==> config.mk <==
export PLATFORM = sky130hd
export DESIGN_NAME = debounce_core_flat
export DESIGN_NICKNAME = d
export VERILOG_FILES = /design/src/rtl/debounce_core_if.sv /design/src/rtl/debounce_core.sv /design/src/flat_wrapper.sv
export SDC_FILE = /design/constraint.sdc
export NUM_CORES = 1
export LEC_CHECK = 0
export BUFFER_PORTS_ARGS = -buffer_cell sky130_fd_sc_hd__buf_2
export CORE_AREA = 8 8 45 47
export CTS_CLUSTER_SIZE = 16
export DETAILED_ROUTE_END_ITERATION = 10
export DIE_AREA = 0 0 53 55
export PLACE_DENSITY = 0.75
export SKIP_CTS_REPAIR_TIMING = 1
export SLEW_MARGIN = 15
export SYNTH_ARGS = -nofsm -noshare
export SYNTH_HDL_FRONTEND = slang
export SYNTH_SLANG_ARGS = --single-unit
==> constraint.sdc <==
create_clock -name clk -period 1.4 [get_ports clk]
set_clock_uncertainty 0.1 [all_clocks]
set_input_delay 0 -clock clk [delete_from_list [all_inputs] [get_ports clk]]
set_output_delay 0 -clock clk [all_outputs]
set_load 0.01 [all_outputs]
==> src/rtl/debounce_core_if.sv <==
// Key debouncer signal bundle: raw key toward the core, clean level and strobes back out.
// master = key source / user logic side, slave = debounce_core side.
interface debounce_core_if;
  logic ikey;
  logic okey;
  logic okey_press;
  logic okey_release;

  modport master (
    output ikey,
    input  okey,
    input  okey_press,
    input  okey_release
  );

  modport slave (
    input  ikey,
    output okey,
    output okey_press,
    output okey_release
  );
endinterface

==> src/rtl/debounce_core.sv <==
// Single-key debouncer: accepts a new level after N = CLK_FREQ*DELAY_TIME stable samples.
// Optional macro DEBOUNCE_SYNC_EN inserts a 2-flop synchronizer on ikey (+2 cycles latency).
module debounce_core #(
  parameter int CLK_FREQ      = 50,
  parameter int DELAY_TIME    = 20,
  parameter bit DEFAULT_VALUE = 1'b0
) (
  input  logic             clk,
  input  logic             rst_n,
  debounce_core_if.slave   bus
);
  localparam int N     = CLK_FREQ * DELAY_TIME;
  localparam int CNT_W = $clog2(N) + 1;

  if (N < 2) begin : g_bad_n
    $error("debounce_core: CLK_FREQ*DELAY_TIME must be at least 2");
  end

  // rst_n is active high despite its name.
  logic srst;
  assign srst = rst_n;

  logic s;

`ifdef DEBOUNCE_SYNC_EN
  logic [1:0] sync_reg;

  always_ff @(posedge clk) begin
    if (srst) begin
      sync_reg <= {2{DEFAULT_VALUE}};
    end else begin
      sync_reg <= {sync_reg[0], bus.ikey};
    end
  end

  assign s = sync_reg[1];
`else
  assign s = bus.ikey;
`endif

  logic [CNT_W-1:0] cnt_reg, cnt_next;
  logic             okey_reg, okey_next;
  logic             press_reg, press_next;
  logic             release_reg, release_next;

  always_ff @(posedge clk) begin
    if (srst) begin
      cnt_reg     <= '0;
      okey_reg    <= DEFAULT_VALUE;
      press_reg   <= 1'b0;
      release_reg <= 1'b0;
    end else begin
      cnt_reg     <= cnt_next;
      okey_reg    <= okey_next;
      press_reg   <= press_next;
      release_reg <= release_next;
    end
  end

  // Any sample matching the current level restarts the count; the count
  // never wraps because reaching N-1 always accepts the new level.
  always_comb begin
    cnt_next     = cnt_reg;
    okey_next    = okey_reg;
    press_next   = 1'b0;
    release_next = 1'b0;
    if (s == okey_reg) begin
      cnt_next = '0;
    end else if (cnt_reg == CNT_W'(N - 1)) begin
      cnt_next     = '0;
      okey_next    = s;
      press_next   = (s != DEFAULT_VALUE);
      release_next = (s == DEFAULT_VALUE);
    end else begin
      cnt_next = cnt_reg + CNT_W'(1);
    end
  end

  assign bus.okey         = okey_reg;
  assign bus.okey_press   = press_reg;
  assign bus.okey_release = release_reg;
endmodule

==> src/flat_wrapper.sv <==
// flat-port wrapper written by rule: the top's interface ports become plain ports
module debounce_core_flat 
#(
  parameter int CLK_FREQ      = 50,
  parameter int DELAY_TIME    = 20,
  parameter bit DEFAULT_VALUE = 1'b0
)
  (clk, rst_n, bus_ikey, bus_okey, bus_okey_press, bus_okey_release);
  debounce_core_if bus_i ();
  input  logic clk;
  input  logic rst_n;
  input wire logic [$bits(bus_i.ikey)-1:0] bus_ikey;
  output wire logic [$bits(bus_i.okey)-1:0] bus_okey;
  output wire logic [$bits(bus_i.okey_press)-1:0] bus_okey_press;
  output wire logic [$bits(bus_i.okey_release)-1:0] bus_okey_release;
  assign bus_i.ikey = bus_ikey;
  assign bus_okey = bus_i.okey;
  assign bus_okey_press = bus_i.okey_press;
  assign bus_okey_release = bus_i.okey_release;
  debounce_core #(.CLK_FREQ(CLK_FREQ), .DELAY_TIME(DELAY_TIME), .DEFAULT_VALUE(DEFAULT_VALUE)) u_core (.clk(clk), .rst_n(rst_n), .bus(bus_i));
endmodule
Word-level counts from Yosys, hierarchy flattened
Cells that the tools add are included.
{ "totals": {"regBits": 14, "elab_cells": 13, "in_bits": 3} }
{ "classes": {"n_eq_ne": 2, "bitwise_logic": 3, "add_sub_neg": 1, "reduce_logical": 3} }
{ "op_table": {"columns": ["op", "n"], "rows": [
  ["11-bit by 1-bit adder with 11-bit output, second input constant", 1],
  ["11-bit by 10-bit equality test with 1-bit output, second input constant", 1],
  ["3-bit OR reduction", 2],
  ["1-bit inverter", 3],
  ["2-bit AND reduction", 1],
  ["1-bit equality test", 1]
]} }

Longest topological paths before layout
{ "depth": {"depth_word": 3, "ltp_mapped": 6, "depth_no_buf": 5} }

Worst setup path after synthesis
No wires, ideal clock.
{ "synth_timing": {"path_kind": "reg2reg", "start": "register u_core.cnt_reg[0]", "end": "register u_core.cnt_reg[8]", "t_arrival_ns": 1.274, "path_buffers": 0, "period_less_slack_ns": 1.493, "setup_slack_ns": -0.093, "setup_time_ns": 0.119, "required_ns": 1.181, "path_stages_with_launch": 6, "path_cell_list": "dfxtp_1 > ha_1 > nand2_1 > nor4_1 > a21oi_1 > o221a_2"} }
{ "synth_via": {"elab_chain_cells": 2, "elab_cells_between_ends": 3, "cone_classes": "add/sub: 1; eq/ne: 1; reduce/logical: 1"} }
{ "synth_lines": {"columns": ["item", "line", "source"], "rows": [
  ["from (decl)", "debounce_core.sv:41", "logic [CNT_W-1:0] cnt_reg, cnt_next;"],
  ["from (signal assigned)", "debounce_core.sv:53", "cnt_reg <= cnt_next;"],
  ["branches (longest 2 deep; another with 11-bit by 1-bit adder with 11-bit output)", null, null]
]} }
Several ways; the timed one is not identified.
A chain may end at the register's enable or synchronous reset.

Worst setup path after layout
{ "layout_timing": {"start": "register u_core.cnt_reg[3]", "end": "register u_core.cnt_reg[8]"} }
The elaborated chain is that of the path after synthesis.

==> report_table.html <==
<table>
<tr><th>Metric</th><th>Value</th></tr>
<tr><th colspan="2">Outcome</th></tr>
<tr><td>Run status</td><td>complete, no violations</td></tr>
<tr><th colspan="2">Global routing</th></tr>
<tr><td>First-pass GRT wire length</td><td>1990 microns</td></tr>
<tr><td>Number of antenna violations at the first check in global routing</td><td>0</td></tr>
<tr><td>Vias in the first global route</td><td>511</td></tr>
<tr><td>GRT overflow</td><td>0</td></tr>
<tr><td>Pin count of the biggest net entering global routing</td><td>9</td></tr>
<tr><td>Overall routing resource usage</td><td>9.38%</td></tr>
<tr><th colspan="2">Routing</th></tr>
<tr><td>Final ANT Viol Nets</td><td>0</td></tr>
<tr><td>DRC viols</td><td>0</td></tr>
<tr><td>Wire length reported by the detailed router</td><td>1210 microns</td></tr>
<tr><td>Via count normalized by instance count</td><td>4.84</td></tr>
<tr><td>Detailed-route via count</td><td>508</td></tr>
<tr><td>Routed WL per cell</td><td>11.6 microns</td></tr>
<tr><td>Number of DRC markers after the initial detailed-route iteration</td><td>6</td></tr>
<tr><td>Detailed-router iteration count before antenna repair</td><td>5</td></tr>
<tr><th colspan="2">Clock tree</th></tr>
<tr><td>CTS clk-pin slew, worst paths</td><td>90 ps</td></tr>
<tr><td>Clock buffer count from CTS</td><td>3</td></tr>
<tr><td>Sinks on Clock Net</td><td>14</td></tr>
<tr><td>Max Buffers Root-to-Sink</td><td>2</td></tr>
<tr><td>TritonCTS clock tree</td><td>yes</td></tr>
<tr><td>Worst-skew pair later-pin latency</td><td>280 ps</td></tr>
<tr><td>Library cell used as clock root buffer</td><td>sky130_fd_sc_hd__clkbuf_4</td></tr>
<tr><td>H-Tree Level Count</td><td>1</td></tr>
<tr><th colspan="2">Critical path</th></tr>
<tr><td>Reg2Reg Capture Point</td><td>u_core.cnt_reg[8]$_SDFF_PP0_</td></tr>
<tr><td>Setup CP Type</td><td>reg2reg</td></tr>
<tr><td>R2R Setup Slk</td><td>4 ps</td></tr>
<tr><td>Worst R2R Start</td><td>u_core.cnt_reg[3]$_SDFF_PP0_</td></tr>
<tr><td>Total number of cells along the worst setup path</td><td>4</td></tr>
<tr><td>Kind of start point of the critical path</td><td>flip-flop</td></tr>
<tr><td>Length in cells of the worst reg-to-reg path</td><td>4</td></tr>
<tr><td>Crit path DAT</td><td>1470 ps</td></tr>
<tr><td>CP max-delay cell</td><td>sky130_fd_sc_hd__dfxtp_2</td></tr>
<tr><td>Setup crit start</td><td>u_core.cnt_reg[3]$_SDFF_PP0_</td></tr>
<tr><td>Largest delay contributor family on the critical path</td><td>compound AO/OA/AOI/OAI gates</td></tr>
<tr><td>Ordered cell list for the critical path</td><td>buf_4, nor4_2, a21oi_1, o221a_2</td></tr>
<tr><td>Endpoint required time on the critical path</td><td>1480 ps</td></tr>
<tr><td>Critical path destination</td><td>u_core.cnt_reg[8]$_SDFF_PP0_</td></tr>
<tr><td>Number of buffer and inverter instances along the worst setup path</td><td>1</td></tr>
<tr><td>Critical-path maximum fanout</td><td>4</td></tr>
<tr><td>Maximum single-stage delay on the critical path</td><td>330 ps</td></tr>
<tr><td>Category of the worst setup path capture point</td><td>flip-flop</td></tr>
<tr><th colspan="2">Hold path</th></tr>
<tr><td>Class of the tightest hold or removal check</td><td>in2reg</td></tr>
<tr><th colspan="2">Synthesis</th></tr>
<tr><td>Leading post-synthesis cells by cell area</td><td>sky130_fd_sc_hd__dfxtp_1 45%, sky130_fd_sc_hd__nor2_1 8.5%, sky130_fd_sc_hd__xnor2_1 7.1%</td></tr>
<tr><td>Post-synthesis cell type with the largest combined area</td><td>sky130_fd_sc_hd__dfxtp_1</td></tr>
<tr><td>Number of synthesized register bits</td><td>14</td></tr>
<tr><td>Post-synthesis sequential area ratio</td><td>45.4%</td></tr>
<tr><td>Top cells by instance count after synthesis</td><td>14 x sky130_fd_sc_hd__dfxtp_1, 14 x sky130_fd_sc_hd__nor2_1, 5 x sky130_fd_sc_hd__nand3_1, 5 x sky130_fd_sc_hd__xnor2_1</td></tr>
<tr><td>Post-synth net total</td><td>70</td></tr>
<tr><td>Fraction of registers with async set or reset after synthesis</td><td>0%</td></tr>
<tr><td>EDFF count, synth</td><td>0</td></tr>
<tr><td>Synth top area share</td><td>45.4%</td></tr>
<tr><td>Synthesized area per cell</td><td>9.35 sq um</td></tr>
<tr><td>Most frequently used flop master after synthesis</td><td>sky130_fd_sc_hd__dfxtp_1</td></tr>
<tr><td>Cell count after synthesis</td><td>66</td></tr>
<tr><td>Synthesized cell area</td><td>617 sq um</td></tr>
<tr><td>Syn. warnings</td><td>0</td></tr>
<tr><td>Unique cell type count in the Yosys netlist</td><td>22</td></tr>
<tr><th colspan="2">Cells and area</th></tr>
<tr><td>Synthesis-to-finish area growth</td><td>41.4%</td></tr>
<tr><td>Max reg flops</td><td>11</td></tr>
<tr><td>Nets@finish</td><td>94</td></tr>
<tr><td>Storage element area</td><td>290 sq um</td></tr>
<tr><td>Area of all placed cells without fillers</td><td>872 sq um</td></tr>
<tr><td>Number of antenna diodes</td><td>0</td></tr>
<tr><td>Fraction of final layout cells sized beyond drive strength 1</td><td>48.3%</td></tr>
<tr><td>Area occupied by multi-input gates</td><td>375 sq um</td></tr>
<tr><td>Number of fill cells</td><td>123</td></tr>
<tr><td>Final cell utilization of the core</td><td>63.0%</td></tr>
<tr><th colspan="2">Floorplan</th></tr>
<tr><td>Number of placement rows</td><td>14</td></tr>
<tr><td>Overall die area</td><td>0.00292 sq mm</td></tr>
<tr><td>Die Y</td><td>55 microns</td></tr>
<tr><td>I/O pin count</td><td>6</td></tr>
<tr><td>Initial core utilization</td><td>44.6%</td></tr>
<tr><td>Core outline area</td><td>0.00138 sq mm</td></tr>
<tr><td>Horizontal die dimension</td><td>53 microns</td></tr>
<tr><th colspan="2">Power</th></tr>
<tr><td>Seq pwr share</td><td>55.5%</td></tr>
<tr><td>Int Pwr</td><td>575 uW</td></tr>
<tr><td>Clock network fraction of design power</td><td>40.3%</td></tr>
<tr><td>Net Switching</td><td>153 uW</td></tr>
<tr><td>Switching Share</td><td>21.0%</td></tr>
<tr><td>Leak</td><td>0.364 nW</td></tr>
<tr><td>Power per Cell Area</td><td>835 mW/mm^2</td></tr>
<tr><td>Combinational share of power</td><td>4.2%</td></tr>
<tr><td>Maximum vdd drop</td><td>0.639 mV</td></tr>
<tr><th colspan="2">Timing</th></tr>
<tr><td>Rel. slew slack</td><td>72.4%</td></tr>
<tr><td>Share of the clock period used by the worst path after layout</td><td>99.7%</td></tr>
<tr><td>Post-route setup slack</td><td>4.21 ps</td></tr>
<tr><td>Transition time at the pin with the least slew margin</td><td>412 ps</td></tr>
<tr><td>Setup repair after global routing missed its margin</td><td>true</td></tr>
<tr><td>Fin. Hold Viols</td><td>0</td></tr>
<tr><td>Peak Freq</td><td>716 MHz</td></tr>
<tr><td>Total of endpoints with negative setup slack in the final report</td><td>0</td></tr>
<tr><td>Slew Limit Fails</td><td>0</td></tr>
<tr><td>Shortest clock period the worst path allows after layout</td><td>1400 ps</td></tr>
<tr><td>Tightest hold margin</td><td>358 ps</td></tr>
<tr><th colspan="2">Placement</th></tr>
<tr><td>Pre-CTS setup slack</td><td>-29.1 ps</td></tr>
<tr><td>Number of I/O port buffers</td><td>5</td></tr>
<tr><td>Weighted congestion at the end of routability-driven global placement</td><td>0.712</td></tr>
<tr><td>Post-placement cell area</td><td>777 sq um</td></tr>
<tr><td>HPWL after DPL</td><td>901 microns</td></tr>
<tr><th colspan="2">Job</th></tr>
<tr><td>Number of maximum-capacitance constraint violations</td><td>0</td></tr>
</table>
==> worst min path at each step <==
stage	from	to	slack (ps)	cells after the start
after floorplan	bus_ikey	u_core.bus.okey_release$_SDFF_PP0_	-30	1
after global placement	rst_n	u_core.bus.okey$_SDFFE_PP0P_	90	2
after detailed placement	rst_n	u_core.bus.okey$_SDFFE_PP0P_	100	2
after CTS	rst_n	u_core.bus.okey$_SDFFE_PP0P_	-210	2
after global routing	bus_ikey	u_core.bus.okey_release$_SDFF_PP0_	360	3
final	bus_ikey	u_core.bus.okey_release$_SDFF_PP0_	360	3
==> placed cells by master, fill, tap and decap left out, types with 2 or more instances in the layout <==
cell type                        n
sky130_fd_sc_hd__and3_2          2
sky130_fd_sc_hd__buf_2           5
sky130_fd_sc_hd__buf_4          13
sky130_fd_sc_hd__clkbuf_4        3
sky130_fd_sc_hd__dfxtp_1         6
sky130_fd_sc_hd__dfxtp_2         8
sky130_fd_sc_hd__dlygate4sd3_1   2
sky130_fd_sc_hd__inv_1           2
sky130_fd_sc_hd__nand2_1         2
sky130_fd_sc_hd__nand2b_4        2
sky130_fd_sc_hd__nand3_1         4
sky130_fd_sc_hd__nor2_1         13
sky130_fd_sc_hd__nor3_1          3
sky130_fd_sc_hd__xnor2_1         5
sky130_fd_sc_hd__xor2_1          3
==> area by class of cell <==
type / instances / share of cell area (%)
repair buffers: 20 / 16.4
flip-flops and latches: 14 / 33.3
multi-input cells: 49 / 43.0
inverters: 2 / 0.861
clock buffers: 4 / 4.16
well taps: 16 / 2.30
==> through the flow <==
| stage | std cells | TNS (ps) | total power [mW] |
|---|---|---|---|
| 2_1_floorplan | 66 | -353 | 0.431 |
| 3_3_place_gp | 98 | 0 | 0.438 |
| 3_5_place_dp | 98 | -139 | 0.440 |
| 4_1_cts | 102 | -261 | 0.729 |
| 5_1_grt | 105 | -555 | 0.755 |
| 6_report | 105 | 0 | 0.728 |
==> kinds of logic after synthesis <==
kind of cell | Yosys count | synth area share (%)
and+or+nand+nor | 35 | 31.4
DFF | 14 | 45.4
xor gates and xnor gates | 8 | 11.4
AOI/OAI and AO/OA | 4 | 5.07
buffers and inverters | 3 | 3.04
muxes | 1 | 1.62
adders and majority gates | 1 | 2.03
==> power groups by stage <==
| stage | combinational [mW] | sequential (mW) | clock (mW) |
|---|---|---|---|
| floorplan | 0.0162 | 0.414 | 0 |
| global placement | 0.0251 | 0.413 | 0 |
| detailed placement | 0.0263 | 0.413 | 0 |
| CTS | 0.0264 | 0.404 | 0.299 |
| global route | 0.0346 | 0.404 | 0.317 |
| finish | 0.0307 | 0.404 | 0.294 |
==> metal layers <==
metal / GRT usage [%] / wire [microns]
met4: 6.47 / 20
met1: 8.60 / 499
met2: 17.0 / 651
met3: 3.48 / 42
met5: 0 / 0
==> worst reg2reg max path: cells and delay by family (launching register included) <==
kind,cells,cell delay [ps]
buffers and inverters,1,150
AOI/OAI and AO/OA,2,380
DFF,1,330
and+or+nand+nor,1,330
No activity file was read; power rests on OpenSTA's default activity.
